### src/rtl/hazard_ctl_pkg.sv
// Shared types and constants for the pipeline hazard controller.
package hazard_ctl_pkg;

  localparam int unsigned REG_W   = 5;
  localparam int unsigned MDCNT_W = 5;

  typedef enum logic {
    RUN     = 1'b0,
    MD_WAIT = 1'b1
  } mdState_t;

  localparam logic [REG_W-1:0] REG_ZERO = 5'd0;

  // Operand source selects for the EX stage muxes.
  localparam logic FWD_REG = 1'b0;
  localparam logic FWD_ME  = 1'b1;

endpackage

### src/rtl/hazard_fwd.sv
// ME->EX forwarding compare for both EX source operands.
module hazard_fwd
  import hazard_ctl_pkg::*;
(
  input  logic             RegWrite_ME,
  input  logic [REG_W-1:0] WriteReg_ME,
  input  logic [REG_W-1:0] Rs_EX,
  input  logic [REG_W-1:0] Rt_EX,
  output logic             FwdA,
  output logic             FwdB
);

  logic meValid;

  // $zero is never a forwarding source.
  assign meValid = RegWrite_ME && (WriteReg_ME != REG_ZERO);
  assign FwdA    = (meValid && (WriteReg_ME == Rs_EX)) ? FWD_ME : FWD_REG;
  assign FwdB    = (meValid && (WriteReg_ME == Rt_EX)) ? FWD_ME : FWD_REG;

endmodule

### src/rtl/hazard_ctl.sv
// Hazard controller for the 4-stage core: stalls, flushes, forwarding,
// mult/div busy sequencing and a saturating stall-cycle counter.
module hazard_ctl
  import hazard_ctl_pkg::*;
#(
  parameter int unsigned MD_LATENCY = 8,
  parameter int unsigned CNT_W      = 16
) (
  input  logic             clk,
  input  logic             reset,
  input  logic [REG_W-1:0] Rs_ID,
  input  logic [REG_W-1:0] Rt_ID,
  input  logic             UsesHiLo_ID,
  input  logic [REG_W-1:0] Rs_EX,
  input  logic [REG_W-1:0] Rt_EX,
  input  logic [REG_W-1:0] WriteReg_EX,
  input  logic             RegWrite_EX,
  input  logic             MemToReg_EX,
  input  logic             MdStart_EX,
  input  logic [REG_W-1:0] WriteReg_ME,
  input  logic             RegWrite_ME,
  input  logic             Jump_ID,
  input  logic             BranchTaken_EX,
  output logic             FwdA_EX,
  output logic             FwdB_EX,
  output logic             AnyStall,
  output logic             Flush_ID,
  output logic             Flush_EX,
  output logic             MdBusy,
  output logic [CNT_W-1:0] StallCnt
);

  mdState_t           state, stateNext;
  logic [MDCNT_W-1:0] mdCnt, mdCntNext;
  logic [CNT_W-1:0]   stallCnt;
  logic               mdBusyRaw;
  logic               ldUse, mdStall, stallReq;
  logic               fwdA, fwdB;

  hazard_fwd u_fwd (
    .RegWrite_ME (RegWrite_ME),
    .WriteReg_ME (WriteReg_ME),
    .Rs_EX       (Rs_EX),
    .Rt_EX       (Rt_EX),
    .FwdA        (fwdA),
    .FwdB        (fwdB)
  );

  always_ff @(posedge clk) begin
    if (reset) begin
      state    <= RUN;
      mdCnt    <= '0;
      stallCnt <= '0;
    end else begin
      state <= stateNext;
      mdCnt <= mdCntNext;
      if (AnyStall && (stallCnt != '1)) begin
        stallCnt <= stallCnt + CNT_W'(1);
      end
    end
  end

  // Busy window is MD_LATENCY cycles: load N-1, leave after the zero cycle.
  always_comb begin
    stateNext = state;
    mdCntNext = mdCnt;
    mdBusyRaw = 1'b0;
    case (state)
      RUN: begin
        if (MdStart_EX) begin
          stateNext = MD_WAIT;
          mdCntNext = MDCNT_W'(MD_LATENCY - 1);
        end
      end
      MD_WAIT: begin
        mdBusyRaw = 1'b1;
        if (mdCnt == '0) begin
          stateNext = RUN;
        end else begin
          mdCntNext = mdCnt - MDCNT_W'(1);
        end
      end
    endcase
  end

  assign ldUse    = RegWrite_EX && MemToReg_EX && (WriteReg_EX != REG_ZERO) &&
                    ((WriteReg_EX == Rs_ID) || (WriteReg_EX == Rt_ID));
  assign mdStall  = mdBusyRaw && UsesHiLo_ID;
  assign stallReq = ldUse || mdStall;

  // A taken branch wins over any stall so the redirect PC can load.
  assign AnyStall = !reset && !BranchTaken_EX && stallReq;
  assign Flush_EX = !reset && (BranchTaken_EX || stallReq);
  assign Flush_ID = !reset && (BranchTaken_EX || (Jump_ID && !stallReq));
  assign FwdA_EX  = !reset && fwdA;
  assign FwdB_EX  = !reset && fwdB;
  assign MdBusy   = !reset && mdBusyRaw;
  assign StallCnt = reset ? '0 : stallCnt;

endmodule

### config.mk
export PLATFORM = sky130hd
export DESIGN_NAME = hazard_ctl
export DESIGN_NICKNAME = d
export VERILOG_FILES = /design/src/rtl/hazard_ctl_pkg.sv /design/src/rtl/hazard_fwd.sv /design/src/rtl/hazard_ctl.sv
export SDC_FILE = /design/constraint.sdc
export NUM_CORES = 1
export LEC_CHECK = 0
export CORE_MARGIN = 3
export CORE_UTILIZATION = 40
export DETAILED_ROUTE_END_ITERATION = 8
export HOLD_SLACK_MARGIN = 0.05
export PLACE_DENSITY = 0.82
export SYNTH_ARGS = -nofsm -noshare
export SYNTH_HDL_FRONTEND = slang
export SYNTH_SLANG_ARGS = --single-unit
### constraint.sdc
create_clock -name clk -period 2.9 [get_ports clk]
set_input_delay 0.435 -clock clk [delete_from_list [all_inputs] [get_ports clk]]
set_output_delay 0.435 -clock clk [all_outputs]
set_load 0.01 [all_outputs]
==> results of run 1 <==
-- power by group through the flow --
stage          sequential (mW)  combinational, mW  clock, mW
2_1_floorplan            0.326             0.0933          0
3_3_place_gp             0.332              0.176          0
3_5_place_dp             0.333              0.179          0
4_1_cts                  0.325              0.181      0.292
5_1_grt                  0.327              0.199      0.307
6_report                 0.325              0.180      0.286
-- metal layers --
layer  routed length (µm)  share of wire, %
met5                    0                 0
met4                   48               1.4
met3                  180               5.2
met2                 1650                48
met1                 1560                45
-- critical path: stages --
cell and delay (ps):
clkdlybuf4s50_1 470, or4_1 550, o21ai_0 260, nor4_1 100
clkdlybuf4s50_1 490
-- layout make-up --
type	instances	area, µm²	area share (%)
Clock buffer	3	41.3	1.82
Clock inverter	1	30.0	1.33
Inverter	7	26.3	1.16
Multi-Input combinational cell	144	1010	44.5
Sequential cell	22	440	19.4
Tap cell	46	57.6	2.54
Timing Repair Buffer	66	662	29.2
-- registers in the layout, summed over array words and instances, names as in the netlist --
| register | cells |
|---|---|
| stallCnt | 16 |
| mdCnt | 5 |
| state | 1 |
-- what timing repair did --
action | CTS | global route
pin swaps | 0 | 0
hold endpoints to repair | 0 | 0
setup endpoints to repair | 2 | 2
gates resized for setup | 2 | 2
hold buffers | 0 | 0
-- worst min-delay path by stage --
stage | start | end | slack, ps
after floorplan | stallCnt[15]$_SDFFE_PP0P_ | stallCnt[15]$_SDFFE_PP0P_ | 490
after global placement | stallCnt[15]$_SDFFE_PP0P_ | stallCnt[15]$_SDFFE_PP0P_ | 510
after detailed placement | stallCnt[15]$_SDFFE_PP0P_ | stallCnt[15]$_SDFFE_PP0P_ | 520
after CTS | stallCnt[15]$_SDFFE_PP0P_ | stallCnt[15]$_SDFFE_PP0P_ | 530
after global routing | stallCnt[15]$_SDFFE_PP0P_ | stallCnt[15]$_SDFFE_PP0P_ | 550
final | stallCnt[15]$_SDFFE_PP0P_ | stallCnt[15]$_SDFFE_PP0P_ | 530
-- through the flow --
stage | area (µm²) | setup WS [ps] | power, mW
final | 2260 | 154 | 0.792
after global placement | 2180 | 9.12 | 0.508
after detailed placement | 2180 | 2.61 | 0.512
after floorplan | 1490 | 806 | 0.419
after CTS | 2260 | 2.43 | 0.799
after global routing | 2260 | 7.60 | 0.833
-- kinds of logic after synthesis --
family          synth area share (%)
compound gates                  10.6
xor+xnor                        14.1
buf+inv                         3.03
fa+ha+maj                       2.53
flops                           29.6
mux                             9.51
simple gates                    30.6
-- cell usage in the layout (no fill, tap or decap), drive strengths merged, types with 2 or more instances in the layout --
master	n
clkdlybuf4s50	57
nor2	23
dfxtp	22
xnor2	20
nor2b	16
a21oi	11
mux2	10
nand3	8
nand2	8
and3	8
inv	7
buf	6
nor3	5
xor2	4
o21ai	3
nor4	3
nand4	3
ha	3
clkbuf	3
or3	2
nor4b	2
dlymetal6s2s	2
==> metrics, run 1 <==
status completed; Filler Cells Inserted 316; Clock Skew 3.59 ps; top area cells in the synthesized netlist dfxtp_1, xnor2_1, nor2b_1; Final ANT Viol Nets 0; routed wire length 3440 µm; total track usage 16.6%; synth cell count leaders dfxtp_1, nor2_1, xnor2_1; Initial Util 42.9%; critical path class input port to output port; Clock Latency Late Sink 270 ps; synth-to-layout area growth 52.4%; Syn Inst Count 178; setup repair bufs after CTS 0; largest net degree at the start of global routing 43; R2R depth 7; placed cells 285; TritonCTS clock tree yes; via count 1420; power share of the sequential group 41.1%; routed vias/inst 4.91; PD cells 350 nW/µm²; Worst Tran Pin Value 622 ps; initial antenna violation count 0; non-filler cells, final 289; Cell Area, Synth 1490 µm²; Yosys top cell by area dfxtp_1; # DRC 0; clk slew on worst S/H paths 80 ps; nets 286; startpoint type of the worst setup path input port; WHS 525 ps; r2r startpoint stallCnt[5]$_SDFFE_PP0P_; Setup TNS 0 ps; P_sw 191 µW; Post-synth ARST share 0%; Die X 67.0 µm; syn_area_per_cell 8.35 µm²; met3 Track Usage GR 4.89%; initial drt markers 76; Worst IR Drop VDD 0.000293 V; Cell variety after synth 37; RePlAce Congestion 0.750; GR Util met1 20.8%; GRT Residual Overflow 0; vias in the first global route 1356; syn nets 220; Final period util 94.7%; RSZ-0062 raised after global routing no; Root Driver clkbuf_8; Hold Path Class flop to flop; Worst Setup EP FwdB_EX; CP Max Fanout 3; Internal 601 µW; fmax 0.364 GHz; Synth Warn # 0; Synth top area share 29.6%; Max Transition Viols Final 0; crit path launch WriteReg_ME[0]; sequential area share after synthesis 29.6%; Synth Flop Type dfxtp_1; Ant. Diodes 0; hold-critical path depth 2; Post-DP HPWL 2750 µm; Seq cells post-synth 22; first-pass GRT wire length 5780 µm; M2 GR Usage 27.1%; Avg WL per Cell 11.9 µm; H-tree levels 1; WP data required 2470 ps; Boundary Pins 61; setup violators final 0; TritonCTS Buffers 3; # rows 21; die area 4480 µm²; layout cells sized above 1 9.88%; first-pass iteration count of the detailed router 4; worst reg-to-reg setup slack 600 ps; crit end category output port; Worst Path Arrival 2310 ps; Die Height 67.0 µm; Rel. slew slack 58.2%; FF-to-FF End stallCnt[4]$_SDFFE_PP0P_; Leak Pwr 0.910 nW; Hold Violations, Final 0; Logic pwr share 22.7%; PortBufs 60; Max clock buf depth 2; Max Cap Violations 0; clk sink count 22; Final Util 65.3%; switching share of total power 24.1%; minimum clock period 2750 ps; Clk pwr share 36.2%; core area 3470 µm²; GRT busiest layer met2; Post-synth EDFFs 0
Power figures use the tool's default switching activity.
==> run 2, diff against run 1 <==
--- a/config.mk
+++ b/config.mk
@@ -7,6 +7,7 @@
 export LEC_CHECK = 0
 export CORE_MARGIN = 3
 export CORE_UTILIZATION = 40
+export CTS_CLUSTER_SIZE = 40
 export DETAILED_ROUTE_END_ITERATION = 8
 export HOLD_SLACK_MARGIN = 0.05
 export PLACE_DENSITY = 0.82
==> results of run 2 <==
Final layout, timing and power as in run 1 (identical DEF).
